--- src/rtl/mux4_rr_arbiter_pkg.sv ---
// Shared constants for the 4-source round-robin mux arbiter: FSM encoding,
// hold-counter width and the default preemption window.
package mux4_rr_arbiter_pkg;

    localparam logic [1:0] ST_IDLE   = 2'd0;
    localparam logic [1:0] ST_GRANT  = 2'd1;
    localparam logic [1:0] ST_SWITCH = 2'd2;

    localparam int MAX_HOLD_DEFAULT = 8;
    localparam int CNT_W            = 8;

    typedef logic [CNT_W-1:0] hold_cnt_t;

    function automatic logic [3:0] onehot4(input logic [1:0] idx);
        onehot4 = 4'b0001 << idx;
    endfunction

endpackage

--- src/rtl/rr_pick4.sv ---
// Combinational round-robin picker: scans ptr+1, ptr+2, ptr+3, ptr and
// returns the first requesting index.
module rr_pick4 (
    input  logic [3:0] req,
    input  logic [1:0] ptr,
    output logic [1:0] win,
    output logic       any
);

    logic [1:0] idx;
    logic       found;

    always_comb begin
        win   = ptr;
        found = 1'b0;
        idx   = ptr;
        for (int i = 1; i <= 4; i++) begin
            idx = ptr + 2'(i);
            if (!found && req[idx]) begin
                win   = idx;
                found = 1'b1;
            end
        end
        any = found;
    end

endmodule

--- src/rtl/mux4_rr_arbiter.sv ---
// Round-robin owner arbiter for a shared 4:1 mux with bounded hold time and a
// one-cycle break-before-make gap between owners.
module mux4_rr_arbiter
    import mux4_rr_arbiter_pkg::*;
#(
    parameter int MAX_HOLD = MAX_HOLD_DEFAULT
) (
    input  logic       clk,
    input  logic       rst_n,
    input  logic [3:0] req,
    output logic [3:0] grant,
    output logic [1:0] sel,
    output logic       busy
);

    localparam hold_cnt_t HOLD_LAST = hold_cnt_t'(MAX_HOLD - 1);

    logic [1:0] state;
    logic [1:0] ptr;
    hold_cnt_t  hold_cnt;
    logic [1:0] win;
    logic       any;
    logic       owner_req;
    logic       others_req;

    rr_pick4 u_pick (
        .req (req),
        .ptr (ptr),
        .win (win),
        .any (any)
    );

    // grant is one-hot while in GRANT, so masking with it isolates the owner.
    assign owner_req  = |(req & grant);
    assign others_req = |(req & ~grant);

    always_ff @(posedge clk or negedge rst_n) begin
        if (!rst_n) begin
            state    <= ST_IDLE;
            grant    <= 4'b0000;
            sel      <= 2'd0;
            busy     <= 1'b0;
            hold_cnt <= '0;
            ptr      <= 2'd3;
        end else begin
            case (state)
                ST_GRANT: begin
                    if (!owner_req || (hold_cnt == HOLD_LAST && others_req)) begin
                        state <= ST_SWITCH;
                        grant <= 4'b0000;
                        busy  <= 1'b0;
                    end else if (hold_cnt != HOLD_LAST) begin
                        hold_cnt <= hold_cnt + 1'b1;
                    end
                end
                default: begin
                    // IDLE and SWITCH both evaluate the requests the same way.
                    if (any) begin
                        state    <= ST_GRANT;
                        grant    <= onehot4(win);
                        sel      <= win;
                        ptr      <= win;
                        busy     <= 1'b1;
                        hold_cnt <= '0;
                    end else begin
                        state <= ST_IDLE;
                        grant <= 4'b0000;
                        busy  <= 1'b0;
                    end
                end
            endcase
        end
    end

endmodule

--- config.mk ---
export PLATFORM = sky130hd
export DESIGN_NAME = mux4_rr_arbiter
export DESIGN_NICKNAME = d
export VERILOG_FILES = /design/src/rtl/mux4_rr_arbiter_pkg.sv /design/src/rtl/rr_pick4.sv /design/src/rtl/mux4_rr_arbiter.sv
export SDC_FILE = /design/constraint.sdc
export NUM_CORES = 1
export LEC_CHECK = 0
export ABC_AREA = 0
export BUFFER_PORTS_ARGS = -buffer_cell sky130_fd_sc_hd__buf_2
export CAP_MARGIN = 20
export CORE_MARGIN = 1
export CORE_UTILIZATION = 40
export CTS_BUF_LIST = sky130_fd_sc_hd__clkbuf_2
export DETAILED_ROUTE_END_ITERATION = 16
export GPL_TIMING_DRIVEN = 0
export SLEW_MARGIN = 10
export SYNTH_ARGS = -nofsm -noshare
export SYNTH_HDL_FRONTEND = slang
export SYNTH_SLANG_ARGS = --single-unit
--- constraint.sdc ---
create_clock -name clk -period 3.4 [get_ports clk]
set_input_delay 0.34 -clock clk [delete_from_list [all_inputs] [get_ports clk]]
set_output_delay 0.34 -clock clk [all_outputs]
set_load 0.01 [all_outputs]
Word-level counts from Yosys, hierarchy flattened
Index checks and enable logic that the tools add are counted.
{"block": "word_totals", "register_bits": 19, "latchBits": 0, "mem_bits_rw": 0, "rom_bits": 0, "input_bits": 6, "output_inout_bits": 7, "word_cells": 68, "n_memories": 0}
{"block": "classes", "n_addsub": 4, "n_mul": 0, "n_div": 0, "magnitude_cmp": 4, "n_eq_ne": 6, "n_shift": 1, "muxes": 29, "bitwise": 4, "reduce_logical": 14}
{"op": "2-to-1 mux 8 bit", "count": 4}
{"op": "< comparator 2 x 3 -> 1 bit, second input constant", "count": 4}
{"op": "2-to-1 mux 1 bit", "count": 12}
{"op": "2-to-1 mux 2 bit", "count": 6}
{"op": "2-to-1 mux 4 bit", "count": 3}
{"op": "adder 8 x 1 -> 8 bit, second input constant", "count": 1}
{"op": "bitwise AND 4 bit", "count": 2}
{"op": "binary-select mux 1 bit (select 2 bit)", "count": 4}
{"op": "equality test 8 x 3 -> 1 bit, second input constant", "count": 1}
{"op": "!= test 8 x 3 -> 1 bit, second input constant", "count": 1}
{"op": "OR reduction 4 bit", "count": 2}
{"op": "!= test 2 bit, second input constant", "count": 3}
{"op": "adder 2 bit, second input constant", "count": 2}
{"op": "logical AND 1 bit", "count": 4}
{"op": "logical NOT 1 bit", "count": 4}
{"op": "NOT 4 bit", "count": 1}
{"op": "<< shifter 1 x 2 -> 4 bit, first input constant", "count": 1}
{"op": "AND reduction 3 bit", "count": 1}
{"op": "adder 2 x 1 -> 2 bit, second input constant", "count": 1}
{"op": "equality test 2 x 1 -> 1 bit, second input constant", "count": 1}
{"op": "AND reduction 2 bit", "count": 1}
{"op": "nonzero test 2 bit", "count": 1}
{"op": "logical OR 1 bit", "count": 1}
{"op": "NOT 1 bit", "count": 1}

Depth between registers and ports, before layout
Gate-level depths: netlist of run 1.
{"block": "depth", "ltp_word": 16, "depth_mapped": 5, "depth_no_buf": 5}

Modules after synthesis
A second synthesis of run 1 with hierarchy kept.
{"block": "hier_totals", "hier_cells": 96, "area_unflattened_um2": 988.4}
{"mod": "mux4_rr_arbiter", "n_inst": 1, "cells_per_inst": 82, "area_per_inst_um2": 905.9, "seq_area_each_um2": 452.9}
{"mod": "rr_pick4", "n_inst": 1, "cells_per_inst": 14, "area_per_inst_um2": 82.6, "seq_area_each_um2": 0.0}

Worst setup path before layout of run 1
Ideal clock, no wire load.
{"block": "synth_path", "path_type": "register to register", "startpoint": "register hold_cnt[3]", "endpoint": "register grant[2]", "setup_time_ps": 121, "arrival_time_ps": 1478, "t_required_ps": 3279, "slack_ps": 1801, "stages_incl_launch_ff": 5, "n_path_buf": 0, "synth_period_minus_slack_ps": 1599, "path_cell_list": "dfrtp_1 > or4_4 > nor3_4 > a21oi_2 > a22o_1"}
{"block": "synth_via", "elab_chain_len": 4}
{"element": "from (decl)", "line_no": "mux4_rr_arbiter.sv:20", "source": "hold_cnt_t hold_cnt;"}
{"element": "from (signal assigned)", "line_no": "mux4_rr_arbiter.sv:53", "source": "hold_cnt <= hold_cnt + 1'b1;"}
{"element": "equality test 8 x 3 -> 1 bit", "line_no": "mux4_rr_arbiter.sv:48", "source": "if (!owner_req || (hold_cnt == HOLD_LAST && others_req)) begin"}
{"element": "logical AND 1 bit", "line_no": "mux4_rr_arbiter.sv:48"}
{"element": "logical OR 1 bit", "line_no": "mux4_rr_arbiter.sv:48"}
{"element": "!= test 2 bit (no line)"}
{"element": "to (signal assigned)", "line_no": "mux4_rr_arbiter.sv:60", "source": "grant <= onehot4(win);"}
{"element": "to (decl)", "line_no": "mux4_rr_arbiter.sv:11", "source": "output logic [3:0] grant,"}
Every way passes these cells.
A chain may end at the register's enable or synchronous reset.

Worst setup path after layout of run 1
{"block": "layout_path", "startpoint": "register hold_cnt[3]", "endpoint": "register grant[1]"}
Same word-level chain as after synthesis.

==> flow_summary_export.csv, run 1 <==
group,metric,value,unit
status,status,"completed",
synthesis,synth_top_area_share,41.2,%
synthesis,synth_ff_type,"dfrtp_1",
clocking,numClockSinks,18,
synthesis,synth_seq_cells,18,
synthesis,synth.largest_area_cell,"dfrtp_1",
clocking,clockBufferDepth,2,
worst_setup_path,worstPathArrival,1960,ps
layout,utilization,48.6,%
layout,finalNonFillerCells,139,
clocking,clk_latency,310,ps
clocking,cts.clk_slew.worst_paths,190,ps
worst_setup_path,cp-start-kind,"flip-flop",
synthesis,yosys-top-cells-area,"dfrtp_1 41%, dfstp_2 5.4%, a21oi_1 4.1%, or2b_1 3.9%, a21o_1 3.1%",
synthesis,syn-cell-area,972,µm²
sta,final.period_utilization,51.9,%
sta,maxSlewViolCount,0,
synthesis,synth_nets,101,
detailed_routing,met3_length,97,µm
detailed_routing,wl_met2,902,µm
global_routing,grt_max_degree,19,
placed_design,port_buffers,12,
worst_setup_path,critPathRequiredTime,3600,ps
synthesis,yosys_warnings,0,
clocking,cts_buffers,3,
floorplan,chipWidth,51.3,µm
synthesis,yosysMostFrequentCell,"dfrtp_1",
detailed_routing,post_drt_wl_per_cell,14.9,µm
placed_design,dp_hpwl,1.50,mm
sta,tns,0,ps
synthesis,ys_types,37,
synthesis,syn-instance-count,94,
detailed_routing,post_drt_via_cell_ratio,5.88,
synthesis,synthArstFlopShare,100,%
layout,layout-drive-gt1-share,21.6,%
pwr,power.total,759,µW
sta,timing_hold_violations_final,0,
detailed_routing,antenna_left,0,
sta,setup_viol,0,
worst_setup_path,path_max_fanout,7,
layout,area_growth,12.7,%
synthesis,synth-seq-area-share,46.6,%
floorplan,die_h,51.3,µm
detailed_routing,top_layer,"met4",
floorplan,core.rowCount,17,
global_routing,grt_overflow,0,
pwr,leakagePower,0.473,nW
placed_design,dpl_cell_area,1070,µm²
layout,final_nets,119,
clocking,cts_tree,"yes",
clocking,clockRootBuffer,"clkbuf_2",
clocking,htreeDepth,1,
sta,period_minus_slack,1770,ps
floorplan,ioPinCount,13,
layout,diodes,0,
worst_hold_path,hold_class,"in2reg",
floorplan,dieArea,2630,µm²
floorplan,initial_core_util,43.1,%
placed_design,place_congestion,0.820,
clocking,cts_resized,0,
synthesis,synth_edf_count,0,
pwr,cellPowerDensity,692,nW/µm²
sta,fmax,0.567,GHz
global_routing,antenna_found_initial,0,
detailed_routing,routed_wirelength,2.07,mm
global_routing,grt_pass1_vias,734,
global_routing,grt_pass1_wl,3.50,mm
detailed_routing,drc_errors,0,
worst_setup_path,crit_type,"reg2reg",
sta,clock_skew,25.4,ps
run,drv_cap,0,
detailed_routing,wl_met1,1.05,mm
synthesis,synthTopCellsByCount,"16 x dfrtp_1, 8 x a21oi_1, 6 x nor2_1",
sta,worst_pin_slew,623,ps
detailed_routing,dr.pass1.iters,4,
sta,relSlewSlack,58.4,%
detailed_routing,first_iter_violations,11,
layout,design_area,1100,µm²
placed_design,post-place-cells,134,
pwr,ir_worst_vdd,0.000453,V
floorplan,core_region_area,2250,µm²
worst_setup_path,critPathCaptureType,"flip-flop",
global_routing,grtUsageTotal,18.5,%
detailed_routing,route.vias.total,818,
sta,rsz0062_at_grt,"no",
clocking,post_cts_buffers,0,
synthesis,avgSynthCellArea,10.3,µm²
[logic make-up (layout without fill, tap and decap cells)]
family	Yosys count	count (layout)	synth area share, %
buffers and inverters	5	22	2.70
xor gates and xnor gates	2	2	1.80
and+or+nand+nor	30	30	19.3
AOI/OAI and AO/OA	38	38	28.3
DFF	18	18	46.6
adders and majority gates	1	1	1.29
[worst max-delay path: stages, from the launching register on]
cell and delay, ps:
dfrtp_1 480, or4_4 540, nor3_4 270, a21oi_2 140
a32o_1 220
[per-stage QoR]
| step | setup slack (ps) | hold WS, ps |
|---|---|---|
| 2_1_floorplan | 1800 | 44.4 |
| 3_3_place_gp | 1670 | 298 |
| 3_5_place_dp | 1660 | 295 |
| 4_1_cts | 1620 | 406 |
| 5_1_grt | 1530 | 410 |
| 6_report | 1630 | 430 |
[area by class of cell]
cell class | count | area, µm²
plain buffers | 2 | 15.0
clock buffers | 3 | 15.0
clock inverters | 1 | 3.75
fillers | 219 | 1160
inverters | 3 | 11.3
multi-input cells | 71 | 493
flip-flops and latches | 18 | 453
well taps | 28 | 35.0
repair buffers | 13 | 70.1
[per-layer routing]
| metal | track usage (%) | up-vias |
|---|---|---|
| met5 | 0 | - |
| li1 | - | 397 |
| met2 | 27.0 | 23 |
| met4 | 8.11 | 0 |
| met3 | 4.76 | 2 |
| met1 | 25.7 | 396 |
[worst paths after layout]
kind                                   from       end  slack [ps]  cells after the start
max in group asynchronous             rst_n    ptr[0]        2590                      2
worst max-delay path            hold_cnt[3]  grant[1]        1630                      4
worst min-delay path                 req[3]  state[1]         430                      4
min in group asynchronous             rst_n  grant[3]         450                      2
worst min register to register       sel[1]    sel[1]         500                      1
worst max register to register  hold_cnt[3]  grant[1]        1630                      4
[sequential cells by signal, indices dropped and copies added, names as in the netlist]
register / cells
state: 2
ptr: 2
hold_cnt: 8
sel: 2
grant: 4
[cells in the final DEF (no fill, tap or decap), drive strengths merged]
| cell | n |
|---|---|
| a22oi | 2 |
| nand4b | 1 |
| o311ai | 1 |
| a211oi | 2 |
| o211a | 1 |
| inv | 3 |
| clkbuf | 4 |
| o21a | 1 |
| nand2b | 2 |
| ha | 1 |
| a21o | 4 |
| or2 | 1 |
| o211ai | 3 |
| buf | 13 |
| o31ai | 3 |
| or2b | 6 |
| dfrtp | 16 |
| a22o | 2 |
| nand4 | 1 |
| a32o | 2 |
| or4 | 4 |
| o21ai | 5 |
| nor2b | 1 |
| dlygate4sd3 | 1 |
| nor2 | 6 |
| xnor2 | 2 |
| nand2 | 5 |
| dfstp | 2 |
| nand3 | 2 |
| a221oi | 1 |
| a21oi | 9 |
| o2111ai | 1 |
| nor3 | 1 |
| a221o | 1 |
| clkinv | 1 |
[report_power, final]
| part | leakage (nW) | total, mW | switching (mW) | internal (mW) |
|---|---|---|---|---|
| logic | 0.227 | 0.328 | 0.187 | 0.141 |
| registers | 0.233 | 0.338 | 0.0553 | 0.282 |
| clock network | 0.0140 | 0.0933 | 0.0678 | 0.0256 |
| total | 0.473 | 0.759 | 0.310 | 0.449 |
[timing repair]
item	4_1_cts	5_1_grt
endpoints found under the setup margin	0	0
hold buffers	1	0
endpoints found under the hold margin	16	0
Power figures use the tool's default switching activity.
==> run 2: changes to the inputs <==
clock period = 1.8 ns   (was 3.4 ns; I/O delays follow)
==> run 2 against run 1 <==
Against the previous run: final cell count rose by 1.4%; count of clock-buffer cells in the layout unchanged; global-route usage is the same; sequential power increased by 90%; highest routed layer unchanged; core utilization grew 1.0 points; combinational power is 91% higher; largest power group unchanged; sequential share of layout area fell by 0.72 points; power rose by 90%.
==> flow_summary_export.csv, run 2 (synthesis results as in run 1) <==
group,metric,value,unit
status,status,"completed",
pwr,leakagePower,0.484,nW
sta,clock_skew,21.4,ps
pwr,cellPowerDensity,1290,nW/µm²
layout,layout_common_cells,"15 x dfrtp_1, 12 x buf_2, 8 x a21oi_1, 6 x nor2_1",
clocking,numClockSinks,18,
detailed_routing,post_drt_via_cell_ratio,5.84,
worst_setup_path,critPathRequiredTime,2010,ps
clocking,clk_latency,310,ps
worst_setup_path,crit_type,"reg2reg",
detailed_routing,drc_errors,0,
placed_design,dp_hpwl,1.50,mm
sta,timing_hold_violations_final,0,
global_routing,met3_usage,4.76,%
floorplan,core_region_area,2250,µm²
layout,top_register,"hold_cnt",
global_routing,grt_pass1_vias,734,
detailed_routing,dr.pass1.iters,4,
layout,fillerInstances,215,
worst_setup_path,r2r_start,"hold_cnt[3]",
detailed_routing,antenna_left,0,
floorplan,die_h,51.3,µm
sta,setup_viol,0,
clocking,cts_buffers,3,
global_routing,grt_pass1_wl,3.50,mm
worst_setup_path,r2r_end,"hold_cnt[1]",
sta,setup_ws,70.9,ps
layout,final_common_cell,"dfrtp_1",
run,drv_cap,0,
floorplan,initial_core_util,43.1,%
sta,relSlewSlack,71.3,%
worst_setup_path,critPathCaptureType,"flip-flop",
global_routing,grtUsageTotal,18.5,%
clocking,htreeDepth,1,
global_routing,top_usage_layer,"met2",
sta,maxSlewViolCount,0,
sta,fmax,0.578,GHz
pwr,ir_worst_vdd,0.000861,V
sta,worst_pin_slew,431,ps
layout,finalNonFillerCells,141,
clocking,cts_tree,"yes",
floorplan,chipWidth,51.3,µm
sta,period_minus_slack,1730,ps
detailed_routing,route.vias.total,824,
placed_design,pre_cts_ws,57.7,ps
worst_setup_path,rr_worst_depth,5,
global_routing,antenna_found_initial,0,
clocking,clockRootBuffer,"clkbuf_2",
global_routing,gr-usage-met1,25.7,%
sta,hold_ws,278,ps
layout,diodes,0,
placed_design,post-place-cells,134,
global_routing,grt_overflow,0,
clocking,cts.clk_slew.worst_paths,180,ps
worst_setup_path,cp-start-kind,"flip-flop",
layout,utilization,49.6,%
placed_design,place_congestion,0.820,
worst_setup_path,critPathCapture,"hold_cnt[1]",
floorplan,dieArea,2630,µm²
floorplan,core.rowCount,17,
worst_setup_path,path_max_fanout,7,
layout,final_nets,121,
worst_setup_path,worstPathArrival,1940,ps
detailed_routing,first_iter_violations,16,
global_routing,met2_usage,27.0,%
pwr,power.total,1.44,mW
layout,layout-drive-gt1-share,24.8,%
worst_setup_path,rrSetupSlack,70,ps
placed_design,port_buffers,12,
detailed_routing,post_drt_wl_per_cell,14.7,µm
global_routing,grt_max_degree,19,
worst_hold_path,hold_class,"in2reg",
layout,largest_reg_flops,8,
layout,area_growth,15.1,%
clocking,clockBufferDepth,2,
detailed_routing,routed_wirelength,2.07,mm
sta,final.period_utilization,96.1,%
layout,largest_registers,"hold_cnt: 8 flops, grant: 4 flops",
worst_setup_path,critPathLaunch,"hold_cnt[3]",
floorplan,ioPinCount,13,
-- run 2: worst min path at each step --
stage            from  endpoint  slack (ps)  cells past startpoint
4_1_cts        req[3]  state[1]         250                      4
5_1_grt        req[3]  state[1]         250                      4
3_3_place_gp    rst_n  grant[3]         140                      1
3_5_place_dp    rst_n  grant[3]         130                      1
6_report       req[3]  state[1]         280                      4
2_1_floorplan   rst_n  grant[0]        -120                      0
-- run 2: critical path, cell delays in order, from the launching register on --
cell	delay [ps]
dfrtp_2	480
or4_4	530
nor3_4	250
buf_4	170
or2_2	130
o21ai_0	80
-- run 2: repair_timing --
action	4_1_cts	5_1_grt
hold buffers	1	0
setup endpoints to repair	0	4
setup buffers	0	2
hold endpoints to repair	16	0
gates resized for setup	0	2
-- run 2: cell type report --
type | count | area [µm²] | area share (%)
Clock inverter | 1 | 3.75 | 0.336
Sequential cell | 18 | 454 | 40.6
Inverter | 3 | 11.3 | 1.01
Tap cell | 28 | 35.0 | 3.13
Clock buffer | 3 | 15.0 | 1.34
Timing Repair Buffer | 15 | 85.1 | 7.61
Multi-Input combinational cell | 71 | 499 | 44.6
Buffer | 2 | 15.0 | 1.34
-- run 2: where the power goes --
part           internal (mW)  switching, mW
Clock                 0.0483          0.124
Combinational          0.271          0.356
Sequential             0.533          0.110
Total                  0.852          0.590
-- run 2: per-stage QoR --
stage | instance area, µm² | setup TNS (ps)
3_5_place_dp | 1070 | 0
5_1_grt | 1120 | -4.39
3_3_place_gp | 1070 | 0
6_report | 1120 | 0
2_1_floorplan | 972 | 0
4_1_cts | 1100 | 0
-- run 2: metal layers --
layer | vias to the layer above | routed length (µm) | share of wire (%)
li1 | 406 | - | -
met1 | 396 | 1080 | 52
met2 | 20 | 889 | 43
met3 | 2 | 76 | 3.7
met4 | 0 | 21 | 1.0
met5 | - | 0 | 0
==> run 3: changes to the inputs <==
clock period = 1.4 ns   (was 1.8 ns; I/O delays follow)
==> run 3 against run 2 <==
Against the previous run: the run now ends with negative setup slack left; final cell count rose by 11%; power rose by 52%; clock power increased by 30%; largest cell class unchanged.
==> flow_summary_export.csv, run 3 (synthesis results as in run 1) <==
group,metric,value,unit
status,status,"finished with violations",
status,violations,"negative setup slack",
worst_setup_path,path_max_fanout,5,
sta,rsz0062_at_grt,"yes",
placed_design,dp_hpwl,1.50,mm
worst_setup_path,path_buf_inv,1,
clocking,numClockSinks,18,
sta,relSlewSlack,72.3,%
worst_setup_path,crit_type,"reg2reg",
pwr,leakagePower,0.579,nW
worst_setup_path,r2r_start,"hold_cnt[5]",
worst_hold_path,min_from,"req[3]",
layout,utilization,58.0,%
clocking,cts_tree,"yes",
sta,maxSlewViolCount,0,
detailed_routing,route.vias.total,912,
floorplan,core_region_area,2250,µm²
placed_design,place_congestion,0.835,
clocking,clk_latency,310,ps
floorplan,initial_core_util,43.1,%
worst_setup_path,crit_chain,"or4_4 -> nor3_4 -> buf_6 -> or2_4 -> o31ai_4",
global_routing,grt_pass1_wl,3.84,mm
detailed_routing,drc_errors,0,
worst_hold_path,hold_class,"in2reg",
floorplan,ioPinCount,13,
floorplan,core.rowCount,17,
sta,tns,-2310,ps
layout,layout-drive-gt1-share,44.2,%
worst_setup_path,max_stage_delay,530,ps
sta,hold_ws,226,ps
worst_setup_path,critPathLaunch,"hold_cnt[5]",
worst_setup_path,r2r_end,"hold_cnt[2]",
global_routing,antenna_found_initial,0,
layout,fillerInstances,205,
sta,timing_hold_violations_final,0,
placed_design,port_buffers,12,
layout,top_register,"hold_cnt",
detailed_routing,post_drt_via_cell_ratio,5.81,
sta,setup_viol,14,
worst_setup_path,worstPathArrival,1830,ps
worst_setup_path,cp_slowest_cell,"or4_4",
detailed_routing,antenna_left,0,
worst_setup_path,rr_worst_depth,5,
global_routing,grt_overflow,0,
floorplan,dieArea,2630,µm²
worst_setup_path,cp-start-kind,"flip-flop",
detailed_routing,post_drt_wl_per_cell,16.5,µm
sta,clock_skew,17.7,ps
worst_hold_path,holdPathEnd,"state[1]",
floorplan,die_h,51.3,µm
worst_setup_path,critPathCaptureType,"flip-flop",
clocking,htreeDepth,1,
sta,final.period_utilization,118,%
layout,layout_common_cells,"16 x dfrtp_1, 16 x buf_4, 13 x buf_2, 6 x nor2_1",
clocking,clockBufferDepth,2,
global_routing,grtUsageTotal,20.0,%
global_routing,grt_pass1_vias,822,
worst_setup_path,cp_top_family,"simple AND/OR/NAND/NOR gates",
worst_hold_path,holdPathStages,4,
detailed_routing,first_iter_violations,14,
pwr,cellPowerDensity,1680,nW/µm²
layout,final_nets,137,
layout,largest_reg_flops,8,
layout,area_growth,34.5,%
global_routing,grt_max_degree,19,
run,drv_cap,0,
sta,period_minus_slack,1650,ps
sta,setup_ws,-245,ps
detailed_routing,routed_wirelength,2.58,mm
floorplan,chipWidth,51.3,µm
worst_setup_path,critPathRequiredTime,1590,ps
detailed_routing,dr.pass1.iters,4,
sta,worst_pin_slew,416,ps
clocking,cts_buffers,3,
layout,largest_registers,"hold_cnt: 8 flops, grant: 4 flops",
clocking,cts.clk_slew.worst_paths,180,ps
clocking,clockRootBuffer,"clkbuf_2",
pwr,ir_worst_vdd,0.00117,V
worst_setup_path,rrSetupSlack,-250,ps
layout,diodes,0,
sta,fmax,0.608,GHz
run 3: stage by stage:
stage | instance area [µm²] | std cells | setup WS, ps | total power, mW
2_1_floorplan | 983 | 94 | -198 | 1.39
3_3_place_gp | 1080 | 134 | -345 | 1.63
3_5_place_dp | 1080 | 134 | -353 | 1.65
4_1_cts | 1200 | 149 | -277 | 2.00
5_1_grt | 1310 | 157 | -292 | 2.33
6_report | 1310 | 157 | -245 | 2.19
run 3: how the worst max path moves through the flow:
| stage | to | slack [ps] | cells past startpoint |
|---|---|---|---|
| after floorplan | grant[2] | -200 | 4 |
| after global placement | grant[2] | -350 | 4 |
| after detailed placement | grant[3] | -350 | 4 |
| after CTS | grant[3] | -280 | 4 |
| after global routing | grant[0] | -290 | 4 |
| final | hold_cnt[2] | -250 | 5 |
run 3: cell type report:
cell class	instances	area (µm²)	share of cell area [%]
well taps	28	35.0	2.68
flip-flops and latches	18	453	34.6
plain buffers	2	16.3	1.24
multi-input cells	71	567	43.3
clock buffers	3	15.0	1.15
repair buffers	31	206	15.8
inverters	3	11.3	0.861
clock inverters	1	3.75	0.287
run 3: what timing repair did:
| action | CTS | global route |
|---|---|---|
| cloned | 0 | 1 |
| hold endpoints to repair | 16 | 0 |
| hold buffers | 1 | 0 |
| pin swaps | 11 | 5 |
| gates resized for setup | 10 | 9 |
| setup endpoints to repair | 16 | 15 |
| setup buffers | 10 | 7 |
run 3: routing by layer:
layer,share of wire [%],track usage (%)
met5,0,0
met4,0.77,7.21
met3,4.4,5.36
met2,48,29.6
met1,47,28.0
run 3: tightest hold or removal path, stage by stage:
cell and delay, ps:
buf_2 150, a22oi_2 100, nand2_1 90, a21oi_2 50
run 3: power breakdown:
group / internal, mW / switching, mW / leakage, nW / total [mW]
Combinational: 0.547 / 0.597 / 0.332 / 1.14
Sequential: 0.685 / 0.137 / 0.233 / 0.822
Clock: 0.0621 / 0.163 / 0.0140 / 0.225
